$ cat config.mk
export PLATFORM = sky130hd
export DESIGN_NAME = mem_port_arbiter
export DESIGN_NICKNAME = d
export VERILOG_FILES = /design/src/rtl/mem_port_arbiter.sv
export SDC_FILE = /design/constraint.sdc
export NUM_CORES = 1
export LEC_CHECK = 0
export ABC_AREA = 0
export CELL_PAD_IN_SITES_DETAIL_PLACEMENT = 1
export CELL_PAD_IN_SITES_GLOBAL_PLACEMENT = 1
export CORE_UTILIZATION = 25
export DETAILED_ROUTE_END_ITERATION = 10
export PLACE_DENSITY = 0.84
export RECOVER_POWER = 25
export SETUP_SLACK_MARGIN = 0.3
export SYNTH_ARGS = -nofsm -noshare
export SYNTH_HDL_FRONTEND = slang
export SYNTH_SLANG_ARGS = --single-unit
$ cat constraint.sdc
create_clock -name clk -period 2.2 [get_ports clk]
set_input_delay 0.66 -clock clk [delete_from_list [all_inputs] [get_ports clk]]
set_output_delay 0.66 -clock clk [all_outputs]
set_load 0.05 [all_outputs]
$ cat src/rtl/mem_port_arbiter.sv
// Arbitrates one shared single-port memory between instruction fetch and the
// MEM stage, with anti-starvation for fetches, flush discard and access timeout.
module mem_port_arbiter #(
  parameter int unsigned STARVE_MAX = 3,
  parameter int unsigned TIMEOUT    = 255
) (
  input  logic        clk,
  input  logic        rst_n,
  input  logic        if_req,
  input  logic [31:0] if_addr,
  input  logic        flush_if,
  input  logic        mem_req_m,
  input  logic        mem_we_m,
  input  logic [31:0] mem_addr_m,
  input  logic [31:0] mem_wdata_m,
  input  logic        ram_rdy,
  input  logic [31:0] ram_rdata,
  output logic        ram_en,
  output logic        ram_we,
  output logic [31:0] ram_addr,
  output logic [31:0] ram_wdata,
  output logic        if_valid,
  output logic [31:0] if_rdata,
  output logic        mem_valid,
  output logic [31:0] mem_rdata,
  output logic        stall_if,
  output logic        stall_mem,
  output logic        err,
  output logic        busy
);

  localparam int unsigned SW = (STARVE_MAX < 1) ? 1 : $clog2(STARVE_MAX + 1);
  localparam int unsigned TW = (TIMEOUT < 2) ? 1 : $clog2(TIMEOUT + 1);
  localparam logic [SW-1:0] STARVE_TOP = SW'(STARVE_MAX);
  localparam logic [TW-1:0] TMO_TOP    = TW'(TIMEOUT);
  localparam logic [TW-1:0] TMO_LAST   = TW'(TIMEOUT - 1);

  typedef enum logic [1:0] {
    S_IDLE  = 2'd0,
    S_DATA  = 2'd1,
    S_INSTR = 2'd2
  } state_t;

  state_t        r_state;
  state_t        w_next;
  logic [31:0]   r_addr;
  logic [31:0]   r_wdata;
  logic          r_we;
  logic          r_discard;
  logic          r_err;
  logic [SW-1:0] r_starve;
  logic [TW-1:0] r_tmo;

  logic w_busy;
  logic w_fetch_ok;
  logic w_tmo;
  logic w_done;
  logic w_grant_d;
  logic w_grant_i;

  assign w_busy     = (r_state != S_IDLE);
  assign w_fetch_ok = if_req & ~flush_if;
  // Timeout fires on the TIMEOUT-th port cycle that still has no ram_rdy.
  assign w_tmo      = w_busy & ~ram_rdy & (r_tmo == TMO_LAST);
  assign w_done     = w_busy & (ram_rdy | w_tmo);

  always_comb begin
    w_next    = r_state;
    w_grant_d = 1'b0;
    w_grant_i = 1'b0;
    ram_en    = 1'b0;
    ram_we    = 1'b0;
    ram_addr  = r_addr;
    ram_wdata = '0;
    mem_valid = 1'b0;
    mem_rdata = '0;
    if_valid  = 1'b0;
    if_rdata  = '0;
    case (r_state)
      S_IDLE: begin
        if (w_fetch_ok && (r_starve == STARVE_TOP)) begin
          w_grant_i = 1'b1;
          w_next    = S_INSTR;
        end else if (mem_req_m) begin
          w_grant_d = 1'b1;
          w_next    = S_DATA;
        end else if (w_fetch_ok) begin
          w_grant_i = 1'b1;
          w_next    = S_INSTR;
        end
      end
      S_DATA: begin
        ram_en    = 1'b1;
        ram_we    = r_we;
        ram_wdata = r_wdata;
        mem_valid = w_done;
        mem_rdata = (ram_rdy && !r_we) ? ram_rdata : '0;
        if (w_done) w_next = S_IDLE;
      end
      S_INSTR: begin
        ram_en   = 1'b1;
        // A discarded fetch still drains the port, just without a valid.
        if_valid = w_done & ~r_discard;
        if_rdata = (ram_rdy && !r_discard) ? ram_rdata : '0;
        if (w_done) w_next = S_IDLE;
      end
      default: w_next = S_IDLE;
    endcase
  end

  always_ff @(posedge clk or negedge rst_n) begin
    if (!rst_n) r_state <= S_IDLE;
    else        r_state <= w_next;
  end

  always_ff @(posedge clk or negedge rst_n) begin
    if (!rst_n) begin
      r_addr  <= '0;
      r_we    <= 1'b0;
      r_wdata <= '0;
    end else if (w_grant_d) begin
      r_addr  <= mem_addr_m;
      r_we    <= mem_we_m;
      r_wdata <= mem_wdata_m;
    end else if (w_grant_i) begin
      r_addr  <= if_addr;
      r_we    <= 1'b0;
      r_wdata <= '0;
    end
  end

  always_ff @(posedge clk or negedge rst_n) begin
    if (!rst_n)
      r_starve <= '0;
    else if (w_grant_i)
      r_starve <= '0;
    else if (w_grant_d && if_req && (r_starve != STARVE_TOP))
      r_starve <= r_starve + 1'b1;
  end

  always_ff @(posedge clk or negedge rst_n) begin
    if (!rst_n)
      r_tmo <= '0;
    else if (w_grant_d || w_grant_i)
      r_tmo <= '0;
    else if (w_busy && !ram_rdy && (r_tmo != TMO_TOP))
      r_tmo <= r_tmo + 1'b1;
  end

  always_ff @(posedge clk or negedge rst_n) begin
    if (!rst_n)
      r_discard <= 1'b0;
    else if ((r_state == S_INSTR) && (w_next != S_INSTR))
      r_discard <= 1'b0;
    else if ((r_state == S_INSTR) && flush_if)
      r_discard <= 1'b1;
  end

  always_ff @(posedge clk or negedge rst_n) begin
    if (!rst_n)     r_err <= 1'b0;
    else if (w_tmo) r_err <= 1'b1;
  end

  assign stall_mem = mem_req_m & ~mem_valid;
  assign stall_if  = (if_req & ~if_valid) | ((r_state == S_INSTR) & r_discard);
  assign err       = r_err;
  assign busy      = w_busy;

endmodule
Word level (Yosys, flattened, before mapping)

Index checks and enable logic that the tools add are counted.

Reductions and logical operators: 20
Muxes and demuxes: 33
Eq/ne operators: 7
Bitwise logic cells: 15
Add/subtract/negate cells: 2

Operators with widths:

| operator            | number |
|---|---|
| $mux 32             | 9 |
| $mux 8              | 2 |
| $mux 1              | 15 |
| $mux 2              | 6 |
| $reduce_bool 2->1   | 5 |
| $logic_and 1x1->1   | 9 |
| $add 8x1->8 const B | 1 |
| $and 1x1->1         | 8 |
| $eq 8x8->1 const B  | 1 |
| $ne 8x8->1 const B  | 1 |
| $not 1->1           | 5 |
| $eq 2x2->1 const B  | 2 |
| $ne 2x2->1 const B  | 2 |
| $pmux 2 s2          | 1 |
| $logic_not 1->1     | 3 |
| $add 2x1->2 const B | 1 |
| $eq 2x1->1 const B  | 1 |
| $logic_not 2->1     | 1 |
| $or 1x1->1          | 2 |
| $reduce_or 2->1     | 1 |
| $logic_or 1x1->1    | 1 |

Register bits after elaboration: 79
Word-level logic and storage cells: 85
Input port bits: 135

Longest topological paths before layout

Gate-level depths: netlist (run 1).

Depth in word-level cells: 10
Mapped depth: 10

Least setup slack after synthesis (run 1)

No wires, ideal clock.

Path type: reg-to-output
Start point: register r_state[0]
End point: output if_valid
Stages on the path, launching flop included: 5
Buffers on the path: 1
Arrival: 2.452 ns
Path slack: -0.912 ns
Path through: dfrtp_1 -> inv_1 -> ha_1 -> buf_2 -> nor4b_1

Word-level cells in the longest chain between the ends: 7
Elaborated cells between the ends (all ways): 8
Classes of those cells: 1 x eq/ne; 1 x mux; 5 x bitwise; 1 x reduce/logical

RTL lines:

| what                     | line | text |
|---|---|---|
| start, declared          | 44   | `state_t r_state;` |
| start signal, assigned   | 113  | `else r_state <= w_next;` |
| $reduce_bool 2->1        | 61   | `assign w_busy = (r_state != S_IDLE);` |
| $and 1x1->1 (2 in a row) | 64   | `assign w_tmo = w_busy & ~ram_rdy & (r_tmo == TMO_LAST);` |
| $or 1x1->1               | 65   | `assign w_done = w_busy & (ram_rdy \| w_tmo);` |
| $and 1x1->1              | 65   |  |
| $and 1x1->1              | 103  | `if_valid = w_done & ~r_discard;` |
| $mux 1 *                 | 79   | `case (r_state)` |
| end, declared            | 22   | `output logic if_valid,` |

Every way passes the cells marked *; elsewhere a longest branch is shown, timed or not.

Final worst setup path (run 1)

Start point: register r_state[1]
End point: output mem_rdata[7]

Word-level cells in the longest chain between the ends: 2

RTL lines:

| what          | line | text |
|---|---|---|
| $eq 2x1->1    | 79   |  |
| $mux 32       | 79   |  |
| end, declared | 25   | `output logic [31:0] mem_rdata,` |

No other way between the ends.

==> flow_summary.yaml, run 1 <==
yosys:
  synth_seq_cells: 79
  synth_area_leaders: "dfrtp_1 49%, and2_1 15%, a22o_1 7.4%, nand2_1 6.7%, a22oi_1 6.0%"
  syn_avg_cell_area_sq_um: 9.74
  synth_top_area_frac: 0.491
  syn_inst: 413
  synth.largest_area_cell: "dfrtp_1"
  ys_async_sr_fraction: 1.00
  ys.flop_type: "dfrtp_1"
  synthTopCellsByCount: "98 x and2_1, 79 x dfrtp_1, 72 x nand2_1"
  synth.most_common_cell: "and2_1"
  synth_edf_count: 0
  mappedNetlistArea_sq_mm: 0.00402
  ys_types: 39
  yosys_warnings: 0
  synth_nets: 555
  ys_seq_area_frac: 0.491
global_route:
  grt_pass1_vias: 4799
  grt_pass1_wl_um: 27700
  antenna_found_initial: 0
  grt_max_degree: 47
  grt_usage: 0.222
  overflow: 0
worst_setup_path:
  cp.arrival_ps: 1890
  crit_buf_inv: 3
  r2r_end: "r_tmo[7]"
  crit_chain: "inv_2 -> ha_4 -> nand2_4 -> nor2_4 -> clkbuf_16 -> and2_4 -> buf_12"
  r2r_start: "r_state[0]"
  crit_required_ps: 1540
  path_depth: 7
  start_kind: "flop"
  rr_worst_depth: 9
  crit_family: "buffers and inverters"
  timing_worst_setup_path_type: "reg2out"
  end_kind: "primary output"
  crit_fanout: 8
  slowest_stage: "dfrtp_1"
  reg2reg_slack_ps: -40
  critPathMaxStageDelay_ps: 420
place:
  io_buffers: 270
  dp_hpwl_um: 14000
  dp_cells: 894
  dp_slack_ps: -525
  gp_congestion: 0.765
run_status:
  failed_checks: "max-capacitance violations, max-slew violations, negative setup slack"
  outcome: "complete, but fails checks"
flow_run:
  maxCapViolations: 1
clock_tree:
  cts_buffers: 9
  cts_buffer_depth: 2
  numClockSinks: 79
  insertion_delay_ps: 340
  cts_root_buffer: "clkbuf_16"
  htreeDepth: 3
  cts_tree: "done"
  hold_buffers: 0
  cts.reportedPaths.clkPinSlew_ps: 60
power:
  p_per_area_mw_per_mm2: 1420
  p_sw_uw: 6330
  p_leak_uw: 0.00427
  p_seq_frac: 0.192
  swShare: 0.469
  comb_power_share: 0.697
  vdd_drop_max_uv: 607
  clkPwrFrac: 0.111
  p_total_uw: 13500
  internal-power_uw: 7180
min_path:
  min_path_type: "reg2reg"
  hold_end: "ram_addr[26]"
  worstHoldPathCells: 2
  min_from: "ram_addr[26]"
floorplan:
  die_x_um: 129
  initial_core_util: 0.255
  dieArea_sq_mm: 0.0166
  num_rows: 46
  top_level_ports: 271
  die_y_um: 129
  core_area_sq_mm: 0.0158
sta:
  tightest_slew_ps: 1610
  fmax_mhz: 392
  setup_viol_count_final: 103
  finalHoldViolCount: 0
  fin_ws_ps: -354
  maxSlewHeadroom: -0.0720
  fin_crit_sh: 1.16
  fin_skew_ps: 10.9
  rsz0062_at_grt: "true"
  min_period_ps: 2550
  tns_ps: -27370
  drv_slew: 29
  fin_hold_ws_ps: 477
detailed_routing:
  vias: 4748
  wire_per_inst_um: 25.1
  drt_iter0_drc: 166
  ant_nets: 0
  drt_first_pass_iters: 4
  vias_per_cell: 4.96
  routed_wl_um: 24100
  drc: 0
finish:
  n_antenna_cell: 0
  final_nets: 879
  fin_cells: 958
  final_layout_size_suffix_gt1_frac: 0.464
  area_growth_pct: 137
[worst max path at each step]
stage | slack (ps) | end | from
after global placement | -500 | mem_rdata[31] | ram_rdy
after detailed placement | -530 | mem_rdata[31] | ram_rdy
after floorplan | 110 | if_valid | r_state[0]
final | -350 | mem_rdata[7] | r_state[1]
after global routing | -390 | mem_rdata[7] | r_state[1]
after CTS | -260 | mem_rdata[31] | r_state[1]
[layout by cell type (no fill, tap or decap), types with 3 or more instances in the layout]
cell type / instances
clkdlybuf4s50_1: 130
buf_12: 113
and2_4: 97
dfrtp_1: 77
nand2_1: 68
buf_4: 41
a22o_1: 33
a22oi_1: 31
clkbuf_16: 21
buf_6: 13
clkdlybuf4s15_1: 12
nor2_1: 11
clkbuf_2: 8
nor2_4: 4
xnor2_1: 4
ha_4: 4
clkdlybuf4s15_2: 4
inv_2: 3
inv_1: 3
nand2_2: 3
a21oi_1: 3
ha_1: 3
clkbuf_8: 3
[tightest hold or removal path: cells and delay by family (launching register included)]
kind          cells  cell delay (ps)
simple gates      2              100
flops             1              340
[power by group through the flow]
| stage | registers [uW] | clock network [uW] | logic (uW) |
|---|---|---|---|
| final | 2590 | 1500 | 9420 |
| after floorplan | 3410 | 0 | 3500 |
| after global routing | 2640 | 1580 | 9770 |
| after global placement | 2450 | 0 | 7750 |
| after detailed placement | 2510 | 0 | 7970 |
| after CTS | 2520 | 1530 | 8100 |
[sequential cells by signal (all words and copies together) (netlist names)]
register   flops
r_wdata       32
err            1
r_tmo          8
r_we           1
ram_addr      32
r_starve       2
r_state        2
r_discard      1
[repair_timing]
item,4_1_cts,5_1_grt
endpoints found under the setup margin,205,193
gates cloned,1,20
resized for setup,74,60
pin swaps,3,24
setup buffers,7,20
[cells by family after synthesis]
group           Yosys count  share of synthesized area
compound gates           82                      0.167
mux                       1                    0.00249
simple gates            201                      0.262
xor+xnor                  7                     0.0152
fa+ha+maj                 7                     0.0218
buf+inv                  36                     0.0395
flops                    79                      0.491
[per-layer routing]
layer,vias to the layer above,wire length (um),part of all wire,GRT usage
met4,0,1140,0.047,0.0886
met5,-,0,0,0
li1,2067,-,-,-
met1,2328,8230,0.34,0.221
met2,270,13000,0.54,0.429
met3,83,1660,0.069,0.0657
[metrics by stage]
stage	cell area, sq um	util
2_1_floorplan	4350	-
3_3_place_gp	8430	0.535
3_5_place_dp	8430	0.535
4_1_cts	8860	0.562
5_1_grt	9550	0.605
6_report	9550	0.605
[final cells by class]
type | count | area, sq um
clock inverter | 4 | 28.8
clock buffer | 12 | 267
fill | 1553 | 6220
timing repair buffer | 340 | 4610
inverter | 8 | 40.0
sequential | 79 | 1980
multi-input combinational | 299 | 2350
tap | 216 | 270
Note: power is estimated with default switching activity, not from simulation.
==> run 2, diff against run 1 <==
Settings changed: CORE_ASPECT_RATIO from default to 0.8.
==> run 2 against run 1 <==
- the run ends with negative setup slack left
- sequential cell count unchanged
- setup slack worse by 42 ps
- combinational power up 16%
- worst hold slack better by 14 ps
- global-route usage up 4.4 points
- maximum frequency down 1.6%
- wire length down 2.1%
- critical path depth up 2
- register-to-register slack worse by 350 ps
- critical path type unchanged
- highest routed layer unchanged
==> flow_summary.yaml, run 2 (same netlist as run 1, synthesis figures left out) <==
worst_setup_path:
  crit_required_ps: 1540
  cp.arrival_ps: 1940
  crit_buf_inv: 5
  crit_fanout: 8
  critPathMaxStageDelay_ps: 420
  timing_worst_setup_path_type: "reg2out"
  slowest_stage: "dfrtp_1"
  end_kind: "primary output"
  crit_chain: "inv_2 -> ha_4 -> nand2_4 -> nor2_4 -> buf_6 -> buf_6 -> buf_16 -> and2_4 -> buf_12"
  r2r_start: "r_state[1]"
  crit_top_cell: "buf_6"
  start_kind: "flop"
  crit_family: "buffers and inverters"
  crit_start: "r_state[1]"
clock_tree:
  cts.reportedPaths.clkPinSlew_ps: 60
  insertion_delay_ps: 350
  cts_buffers: 9
  numClockSinks: 79
  hold_buffers: 0
  htreeDepth: 3
  cts_root_buffer: "clkbuf_16"
  cts_buffer_depth: 2
  cts_tree: "done"
detailed_routing:
  vias_per_cell: 4.93
  ant_nets: 0
  drt_iter0_drc: 183
  vias: 4809
  wire_per_inst_um: 24.1
  routed_wl_um: 23600
  drc: 0
  drt_first_pass_iters: 4
power:
  internal-power_uw: 8350
  vdd_drop_max_uv: 712
  swShare: 0.451
  clkPwrFrac: 0.109
  comb_power_share: 0.714
  p_leak_uw: 0.00452
  p_per_area_mw_per_mm2: 1500
  p_seq_frac: 0.177
  p_sw_uw: 6850
finish:
  layout_common_cells: "132 x clkdlybuf4s50_1, 122 x buf_12, 99 x and2_4, 77 x dfrtp_1, 36 x buf_4"
  n_antenna_cell: 0
  final_nets: 898
  final_layout_size_suffix_gt1_frac: 0.574
  area_growth_pct: 152
  fin_cells: 976
  final_common_cell: "clkdlybuf4s50_1"
floorplan:
  top_level_ports: 271
  initial_core_util: 0.255
  die_y_um: 115
  num_rows: 41
  dieArea_sq_mm: 0.0166
  die_x_um: 144
  core_area_sq_mm: 0.0157
place:
  dp_cells: 899
  dp_hpwl_um: 14000
  gp_congestion: 0.835
  io_buffers: 270
run_status:
  outcome: "complete, but fails checks"
  failed_checks: "negative setup slack"
min_path:
  min_from: "err"
  min_path_type: "reg2reg"
sta:
  setup_viol_count_final: 179
  fin_ws_ps: -395
  fin_hold_ws_ps: 490
  finalHoldViolCount: 0
  fin_crit_sh: 1.18
  rsz0062_at_grt: "true"
  fin_skew_ps: 6.49
  fmax_mhz: 385
  min_period_ps: 2600
  maxSlewHeadroom: 0.239
  drv_slew: 0
  tightest_slew_ps: 1140
global_route:
  antenna_found_initial: 0
  overflow: 0
  grt_pass1_vias: 5274
  grt_usage: 0.267
  grt_pass1_wl_um: 32100
  grt_max_degree: 41
flow_run:
  maxCapViolations: 0
## run 2: layout make-up
| class | count | area [sq um] |
|---|---|---|
| Timing Repair Buffer | 360 | 4930 |
| Inverter | 8 | 35.0 |
| Fill cell | 1487 | 5600 |
| Sequential cell | 79 | 1980 |
| Multi-Input combinational cell | 298 | 2610 |
| Tap cell | 215 | 269 |
| Clock buffer | 11 | 243 |
| Clock inverter | 5 | 81.3 |
## run 2: routing by layer
| metal | up-vias | part of all wire | global-route usage |
|---|---|---|---|
| li1 | 2098 | - | - |
| met1 | 2375 | 0.34 | 0.262 |
| met2 | 272 | 0.53 | 0.500 |
| met3 | 64 | 0.085 | 0.0955 |
| met4 | 0 | 0.041 | 0.123 |
| met5 | - | 0 | 0 |
## run 2: path summary, 6_finish.rpt
check	to	slack (ps)	depth (start not counted)
max	mem_rdata[0]	-400	9
min	err	490	1
max reg2reg	r_wdata[16]	-390	15
min reg2reg	err	490	1
max in group asynchronous	ram_addr[18]	860	2
min in group asynchronous	ram_addr[13]	520	1
## run 2: repair_timing
action	4_1_cts	5_1_grt
buffers inserted	32	12
resized for setup	151	122
pin swaps	27	47
gates cloned	14	3
setup endpoints to repair	208	203
## run 2: through the flow
stage | power, uW | worst slack [ps] | cell area, sq um | setup TNS [ps] | util
5_1_grt | 15700 | -441 | 10100 | -59340 | 0.644
2_1_floorplan | 6920 | 115 | 4350 | 0 | -
6_report | 15200 | -395 | 10100 | -54380 | 0.644
4_1_cts | 14100 | -284 | 9760 | -26200 | 0.620
3_3_place_gp | 10300 | -459 | 8530 | -37000 | 0.541
3_5_place_dp | 10600 | -468 | 8530 | -40470 | 0.541
## run 2: power groups by stage
stage,logic [uW],registers (uW),clock network [uW]
final,10900,2690,1660
after global routing,11200,2750,1740
after CTS,9880,2540,1680
after detailed placement,8130,2520,0
after global placement,7880,2450,0
after floorplan,3500,3410,0
